File: config.mk
export PLATFORM = sky130hd
export DESIGN_NAME = w_pattern_tx
export DESIGN_NICKNAME = d
export VERILOG_FILES = /design/src/rtl/w_pattern_tx.sv
export SDC_FILE = /design/constraint.sdc
export NUM_CORES = 1
export LEC_CHECK = 0
export ABC_CLOCK_PERIOD_IN_PS = 1800
export CORE_MARGIN = 5
export CORE_UTILIZATION = 35
export CTS_BUF_LIST = sky130_fd_sc_hd__clkbuf_8
export CTS_CLUSTER_DIAMETER = 50
export DETAILED_ROUTE_END_ITERATION = 10
export GPL_ROUTABILITY_DRIVEN = 0
export SETUP_SLACK_MARGIN = 0.02
export SYNTH_ARGS = -nofsm -noshare
export SYNTH_HDL_FRONTEND = slang
export SYNTH_SLANG_ARGS = --single-unit
export TNS_END_PERCENT = 1
File: constraint.sdc
create_clock -name Clock -period 1.8 [get_ports Clock]
set_input_delay 0.18 -clock Clock [delete_from_list [all_inputs] [get_ports Clock]]
set_output_delay 0.18 -clock Clock [all_outputs]
set_load 0.02 [all_outputs]
File: src/rtl/w_pattern_tx.sv
// w_pattern_tx: serial pattern transmitter for the run-of-ones detector.
// Takes a parallel word over a ready/load handshake, shifts it out LSB-first
// on w, then drives a forced-zero gap. Also models the detector's z output
// (exp_z) and keeps a saturating count of exp_z rising edges.
module w_pattern_tx #(
  parameter int WIDTH = 8,
  parameter int GAP   = 2,
  parameter int CW    = 8
) (
  input  logic             Clock,
  input  logic             Resetn,
  input  logic [WIDTH-1:0] data_in,
  input  logic             load,
  input  logic             clr_count,
  output logic             ready,
  output logic             busy,
  output logic             w,
  output logic             done,
  output logic             exp_z,
  output logic [CW-1:0]    det_count
);

  localparam int BW = (WIDTH > 1) ? $clog2(WIDTH) : 1;
  localparam int GW = (GAP > 1) ? $clog2(GAP) : 1;
  localparam logic [BW-1:0] BIT_LAST = BW'(WIDTH - 1);
  localparam logic [GW-1:0] GAP_LAST = GW'((GAP > 0) ? (GAP - 1) : 0);
  localparam logic [CW-1:0] CNT_MAX  = {CW{1'b1}};

  typedef enum logic [1:0] {
    S_IDLE  = 2'd0,
    S_SHIFT = 2'd1,
    S_GAP   = 2'd2
  } state_t;

  state_t           state_q, state_d;
  logic [WIDTH-1:0] sh_q, sh_d;
  logic [BW-1:0]    bitcnt_q, bitcnt_d;
  logic [GW-1:0]    gapcnt_q, gapcnt_d;
  logic             w_q, w_d;
  logic             done_q, done_d;
  logic             p1_q, p1_d;
  logic             p2_q, p2_d;
  logic [CW-1:0]    cnt_q, cnt_d;
  logic             rise_s;

  // Transmit FSM: next state, shifter, counters, and the registered w/done values.
  always_comb begin
    state_d  = state_q;
    sh_d     = sh_q;
    bitcnt_d = bitcnt_q;
    gapcnt_d = gapcnt_q;
    w_d      = 1'b0;
    done_d   = 1'b0;
    case (state_q)
      S_IDLE: begin
        if (load) begin
          w_d      = data_in[0];
          sh_d     = data_in >> 1'b1;
          bitcnt_d = BIT_LAST;
          state_d  = S_SHIFT;
        end else begin
          state_d  = S_IDLE;
        end
      end
      S_SHIFT: begin
        if (bitcnt_q != '0) begin
          w_d      = sh_q[0];
          sh_d     = sh_q >> 1'b1;
          bitcnt_d = bitcnt_q - 1'b1;
        end else if (GAP > 0) begin
          gapcnt_d = GAP_LAST;
          state_d  = S_GAP;
        end else begin
          // No gap: the IDLE cycle itself separates consecutive words.
          done_d   = 1'b1;
          state_d  = S_IDLE;
        end
      end
      S_GAP: begin
        if (gapcnt_q == '0) begin
          done_d   = 1'b1;
          state_d  = S_IDLE;
        end else begin
          gapcnt_d = gapcnt_q - 1'b1;
        end
      end
      default: begin
        state_d = S_IDLE;
      end
    endcase
  end

  // Detector model and saturating rising-edge counter; clear beats increment.
  always_comb begin
    p1_d   = w_q;
    p2_d   = p1_q;
    rise_s = w_q & p1_q & ~(p1_q & p2_q);
    if (clr_count) begin
      cnt_d = '0;
    end else if (rise_s && (cnt_q != CNT_MAX)) begin
      cnt_d = cnt_q + 1'b1;
    end else begin
      cnt_d = cnt_q;
    end
  end

  // State and datapath registers; async reset abandons any word in flight.
  always_ff @(posedge Clock or negedge Resetn) begin
    if (!Resetn) begin
      state_q  <= S_IDLE;
      sh_q     <= '0;
      bitcnt_q <= '0;
      gapcnt_q <= '0;
      w_q      <= 1'b0;
      done_q   <= 1'b0;
      p1_q     <= 1'b0;
      p2_q     <= 1'b0;
      cnt_q    <= '0;
    end else begin
      state_q  <= state_d;
      sh_q     <= sh_d;
      bitcnt_q <= bitcnt_d;
      gapcnt_q <= gapcnt_d;
      w_q      <= w_d;
      done_q   <= done_d;
      p1_q     <= p1_d;
      p2_q     <= p2_d;
      cnt_q    <= cnt_d;
    end
  end

  assign ready     = (state_q == S_IDLE);
  assign busy      = ~ready;
  assign w         = w_q;
  assign done      = done_q;
  assign exp_z     = p1_q & p2_q;
  assign det_count = cnt_q;

endmodule

==> reports/results.tsv, run 1 <==
metric	value	unit
status	completed	
kind of start point of the critical path	flip-flop	
post-synth cell types	35	
Post-Route WL	2.54	mm
crit path to	sh_q[3]$_DFFE_PN0P_	
H-Tree Level Count	1	
register area	628	µm²
wire per inst	14.0	µm
critical path fanouts, max	7	
reg2reg end	sh_q[3]$_DFFE_PN0P_	
synth warn	0	
Final nets	152	
Die X	70	µm
Max-Cap Viols	0	
CP max stage delay	0.41	ns
Clock Skew	0.00144	ns
placement row count	21	
DRT Pass-1 Iters	4	
worst-margin pin slew	0.411	ns
DRT antenna net count	0	
TNS Setup	0	ns
Slew Limit Fails	0	
clock share of power	15.2	%
DIE HEIGHT	70	µm
post-synthesis sequential area ratio	49.7	%
switching share of power	33.2	%
period utilization	95.7	%
most common cell in the netlist	dfrtp_1	
core area	0.00342	mm²
post-synth net total	125	
Crit. End Element	flip-flop	
hold crit path type	in2async	
Power Density	1290	mW/mm²
Layout fillers	326	
synthesized area per cell	11.5	µm²
worst hold slack	0.284	ns
worst ir drop on vdd	0.734	mV
Synth area leaders	dfrtp_1 (50%), mux2_2 (12%), ha_1 (3.0%)	
r2r worst-path depth	5	
layout cells sized above 1	18.4	%
Syn Inst Count	110	
critical path cell sequence	inv_1 -> ha_1 -> nor2b_1 -> a211oi_4 -> mux2_2	
flops & latches, synth	25	
RSZ-0062 raised after global routing	yes	
Area Growth Syn to Fin	26.8	%
# IOs	25	
starting DRC count in detailed routing	67	
first-pass GRT wire length	4.55	mm
number of flops mapped to enable cells by yosys	0	
# diodes	0	
footprint of the multi-input gates	579	µm²
fmax	0.581	GHz
Cell Int Power	0.00138	W
GRT Max-Usage Layer	met2	
Post-CTS Setup Bufs	0	
initial antenna violation count	0	
Comb pwr share	42.0	%
largest net degree at the start of global routing	26	
Vias	945	
CP Class	reg2reg	
FF-to-FF Start	bitcnt_q[0]$_DFFE_PN0P_	
async set-reset flop share out of synthesis	100	%
worst relative slew slack	72.5	%
Slowest cell on crit path	a211oi_4	
CTS sink count	25	
drc violations	0	
utilization after layout	46.8	%
register-to-register path setup slack	0.08	ns
number of port buffers	24	
CTS Hold Bufs	0	
total gr overflow	0	
later-pin clock latency in the skew report	0.26	ns
crit path launch	bitcnt_q[0]$_DFFE_PN0P_	
P_leak	0.686	nW
predominant post-synthesis flop cell	dfrtp_1	
Setup Viol. Count Final	0	
global routing usage on met1	13.4	%
Psw	0.000685	W
number of global-route vias before repair	1012	
grt met2 use	18.7	%
CTS clk-pin slew, worst paths	0.08	ns
Initial Util	36.9	%
clk buf depth	2	
DR vias/cell	5.19	
die area	0.00490	mm²
worst endpoint required time	1.95	ns
top cells by count, synth	dfrtp_1 (25), mux2_2 (13), inv_1 (7)	
Seq pwr share	42.8	%
CP Data Arrival Time	1.87	ns
root buffer cell	clkbuf_8	
Tmin final	1.72	ns
cell taking the most area after synthesis	dfrtp_1	
total track usage	11.1	%
DP HPWL	1.89	mm
CTS Buf Count	3	
Mapped Area	0.00126	mm²
CTS tree	yes	
Final Hold Fails	0	
Synth top area share	49.7	%
met3 Usage GRT	4.02	%
## cells in the final DEF (no fill, tap or decap), types with 3 or more instances in the layout
cell and count:
a211oi_1 3, a311oi_1 4, a31oi_1 3, and3_1 4, buf_4 3, clkbuf_8 3, clkdlybuf4s50_1 23, dfrtp_1 23
ha_1 3, inv_1 8, mux2_2 13, nand2_1 3, nand2b_1 3, nand3_1 3, nor2_1 3, nor2b_1 5
o21ai_0 6
## how the worst min path moves through the flow
stage | end | slack [ns] | cells after the start
floorplan | bitcnt_q[0]$_DFFE_PN0P_ | -0.12 | 0
global route | gapcnt_q$_DFFE_PN0P_ | 0.31 | 2
CTS | det_count[6]$_DFFE_PN0P_ | 0.30 | 2
global placement | p2_q$_DFF_PN0_ | 0.42 | 0
finish | gapcnt_q$_DFFE_PN0P_ | 0.28 | 2
detailed placement | p2_q$_DFF_PN0_ | 0.42 | 0
## stage by stage
step / std cells / cell area (µm²) / setup WS [ns] / power, W
after floorplan: 110 / 1260 / 0.161 / 0.00151
after global placement: 178 / 1540 / 0.113 / 0.00172
after detailed placement: 178 / 1540 / 0.0786 / 0.00175
after CTS: 182 / 1590 / 0.00611 / 0.00208
after global routing: 182 / 1600 / 0.00411 / 0.00222
final: 182 / 1600 / 0.0782 / 0.00206
## logic make-up after synthesis
kind of cell	synth area share, %
AO/OA/AOI/OAI	14.6
adder cells (fa/ha/maj)	2.98
buffers and inverters	4.96
flip-flops	49.7
multiplexers	12.4
AND/OR/NAND/NOR	15.4
## area by class of cell
cell class / count / area share, %
Multi-Input combinational cell: 73 / 36.3
Clock buffer: 3 / 2.58
Sequential cell: 25 / 39.3
Tap cell: 46 / 3.60
Clock inverter: 1 / 0.235
Inverter: 7 / 1.64
Timing Repair Buffer: 27 / 16.4
## worst max-delay path: cells and delay by family (launching register included)
family          cells  cell delay [ns]
simple gates        1             0.18
flops               1             0.34
fa+ha+maj           1             0.22
buf+inv             1             0.07
mux                 1             0.39
compound gates      1             0.41
## sequential cells by signal, summed over array words and instances, names as in the netlist
| register | cells |
|---|---|
| sh_q | 7 |
| state_q | 2 |
| gapcnt_q | 1 |
| w | 1 |
| bitcnt_q | 3 |
| done | 1 |
| det_count | 8 |
| p2_q | 1 |
| p1_q | 1 |
## per-layer routing
metal  share of wire [%]  wire length [µm]
met2                  49              1250
met5                   0                 0
met1                  43              1100
met3                 6.3               159
met4                0.98                25
## timing repair
item                                    4_1_cts  5_1_grt
cloned                                        0        0
pin swaps                                     0        1
gates resized for setup                       2        3
endpoints found under the setup margin        2        8
## power by group through the flow
stage	clock (W)	combinational, W	sequential (W)
after detailed placement	0	0.000872	0.000881
after global routing	0.000355	0.000951	0.000913
after floorplan	0	0.000678	0.000831
after global placement	0	0.000844	0.000872
final	0.000313	0.000867	0.000882
after CTS	0.000333	0.000872	0.000873
Note: power is estimated with default switching activity, not from simulation.
==> run 2: changes to the inputs <==
--- a/config.mk
+++ b/config.mk
@@ -5,7 +5,7 @@
 export SDC_FILE = /design/constraint.sdc
 export NUM_CORES = 1
 export LEC_CHECK = 0
-export ABC_CLOCK_PERIOD_IN_PS = 1800
+export ABC_CLOCK_PERIOD_IN_PS = 1600
 export CORE_MARGIN = 5
 export CORE_UTILIZATION = 35
 export CTS_BUF_LIST = sky130_fd_sc_hd__clkbuf_8
==> constraint.sdc (replaced) <==
create_clock -name Clock -period 1.6 [get_ports Clock]
set_input_delay 0.16 -clock Clock [delete_from_list [all_inputs] [get_ports Clock]]
set_output_delay 0.16 -clock Clock [all_outputs]
set_load 0.02 [all_outputs]
==> run 2 against run 1 <==
Compared with the run above:
- flip-flop and latch count did not move
- non-clock buffer count increased by 7
- register-to-register slack about the same
- worst setup slack worse by 0.0094 ns
- cell count increased by 3.8%
- worst hold slack lost 0.036 ns
- critical path type unchanged
- fmax up 12%
- die area unchanged
- power is 22% higher
- sequential share of layout area down 2.3 points
- global-route usage fell by 0.27 points
- critical endpoint is now sh_q[2]$_DFFE_PN0P_
- clock power rose by 17%
==> reports/results.tsv, run 2 (synthesized netlist as in run 1, its figures left out) <==
metric	value	unit	change
status	completed		
post-CTS sizing	5		+3
wire per inst	13.4	µm	-3.9%
commonest non-fill, non-tap cell in the layout	dfrtp_1		
Post-CTS Setup Bufs	0		unchanged
critical path cell sequence	inv_2 -> ha_4 -> nor2b_4 -> a211oi_4 -> buf_4 -> mux2_4		
worst hold slack	0.249	ns	-0.0359 ns
Tmin final	1.53	ns	-0.191 ns
hold crit path type	in2async		
Area Growth Syn to Fin	34.4	%	
DIE HEIGHT	70	µm	unchanged
Clock Skew	0.00275	ns	+0.00131 ns
Power Density	1490	mW/mm²	+16%
worst endpoint required time	1.75	ns	-0.20 ns
kind of start point of the critical path	flip-flop		
placement row count	21		unchanged
total gr overflow	0		unchanged
Slowest cell on crit path	dfrtp_1		
max FFs per register	8		unchanged
Slew Limit Fails	0		unchanged
DP HPWL	1.89	mm	+0.25%
layout cells sized above 1	24.5	%	+6.1 points
largest net degree at the start of global routing	26		unchanged
RSZ-0062 raised after global routing	yes		
Vias	962		+1.8%
clk buf depth	2		unchanged
reg2reg end	sh_q[2]$_DFFE_PN0P_		
Initial Util	36.9	%	unchanged
number of global-route vias before repair	938		-7.3%
initial antenna violation count	0		unchanged
Final nets	159		+4.6%
total track usage	10.9	%	-0.27 points
CP Class	reg2reg		
Post-Place Worst Slack	0.0449	ns	-0.0337 ns
most frequent cells in the layout	dfrtp_1 (24), clkdlybuf4s50_1 (19), buf_4 (9)		
# diodes	0		unchanged
later-pin clock latency in the skew report	0.26	ns	about the same
fmax	0.653	GHz	+12%
r2r worst-path depth	6		+1
Post-Route WL	2.54	mm	-0.16%
DRT Pass-1 Iters	4		unchanged
first-pass GRT wire length	4.37	mm	-4.0%
Setup Viol. Count Final	0		unchanged
DRT antenna net count	0		unchanged
root buffer cell	clkbuf_8		
Final Hold Fails	0		unchanged
Die X	70	µm	unchanged
CTS Hold Bufs	0		unchanged
period utilization	95.7	%	about the same
core area	0.00342	mm²	unchanged
die area	0.00490	mm²	unchanged
worst ir drop on vdd	0.795	mV	+8.4%
Crit. End Element	flip-flop		
CTS clk-pin slew, worst paths	0.09	ns	about the same
drc violations	0		unchanged
CTS Buf Count	3		unchanged
DR vias/cell	5.09		-2.0%
CP Data Arrival Time	1.69	ns	-0.18 ns
CP max stage delay	0.37	ns	-0.04 ns
P_leak	0.789	nW	+15%
CTS sink count	25		unchanged
FF-to-FF Start	bitcnt_q[1]$_DFFE_PN0P_		
register-to-register path setup slack	0.07	ns	about the same
critical path fanouts, max	4		-3
worst relative slew slack	76.8	%	+4.3 points
CTS tree	yes		
# IOs	25		unchanged
H-Tree Level Count	1		unchanged
Max-Cap Viols	0		unchanged
worst setup margin	0.0688	ns	-0.00936 ns
starting DRC count in detailed routing	68		+1.5%
number of port buffers	24		unchanged
worst-margin pin slew	0.347	ns	-0.0647 ns
run 2: worst max path at each step:
stage / start / to / slack [ns] / cells past startpoint
floorplan: bitcnt_q[0]$_DFFE_PN0P_ / sh_q[0]$_DFFE_PN0P_ / 0.02 / 5
global placement: load / sh_q[3]$_DFFE_PN0P_ / 0.06 / 5
detailed placement: load / sh_q[5]$_DFFE_PN0P_ / 0.04 / 5
CTS: det_count[7]$_DFFE_PN0P_ / det_count[7] / 0.04 / 1
global route: bitcnt_q[1]$_DFFE_PN0P_ / sh_q[0]$_DFFE_PN0P_ / -0.02 / 6
finish: bitcnt_q[1]$_DFFE_PN0P_ / sh_q[2]$_DFFE_PN0P_ / 0.07 / 6
run 2: power by group:
part	switching, W	internal [W]	total (W)
Sequential	0.000166	0.000822	0.000989
Clock	0.000194	0.000171	0.000366
Combinational	0.000468	0.000702	0.00117
Total	0.000828	0.00170	0.00252
run 2: worst max-delay path: cells and delay by family (launching register included):
family,cells,cell delay [ns]
compound gates,1,0.23
mux,1,0.29
simple gates,1,0.13
fa+ha+maj,1,0.15
buf+inv,2,0.24
flops,1,0.37
run 2: through the flow:
step                total power [W]  std cells  TNS, ns  util [%]  instance area (µm²)
floorplan                   0.00185        110        0         -                 1300
global placement            0.00215        185        0      48.0                 1640
detailed placement          0.00219        185        0      48.0                 1640
CTS                         0.00254        189        0      49.3                 1680
global route                0.00271        189  -0.0414      49.6                 1690
finish                      0.00252        189        0      49.6                 1690
run 2: per-layer routing:
metal	GRT usage [%]	wire length (µm)
met1	14.3	1190
met2	17.5	1200
met3	2.44	120
met4	3.83	19
met5	0	0
run 2: final cells by class:
cell class                 count  area, µm²
clock buffer                   3       41.3
clock inverter                 1       3.75
fill                         329       1720
inverter                       7       26.3
multi-input combinational     73        617
sequential                    25        627
tap                           46       57.6
timing repair buffer          34        320
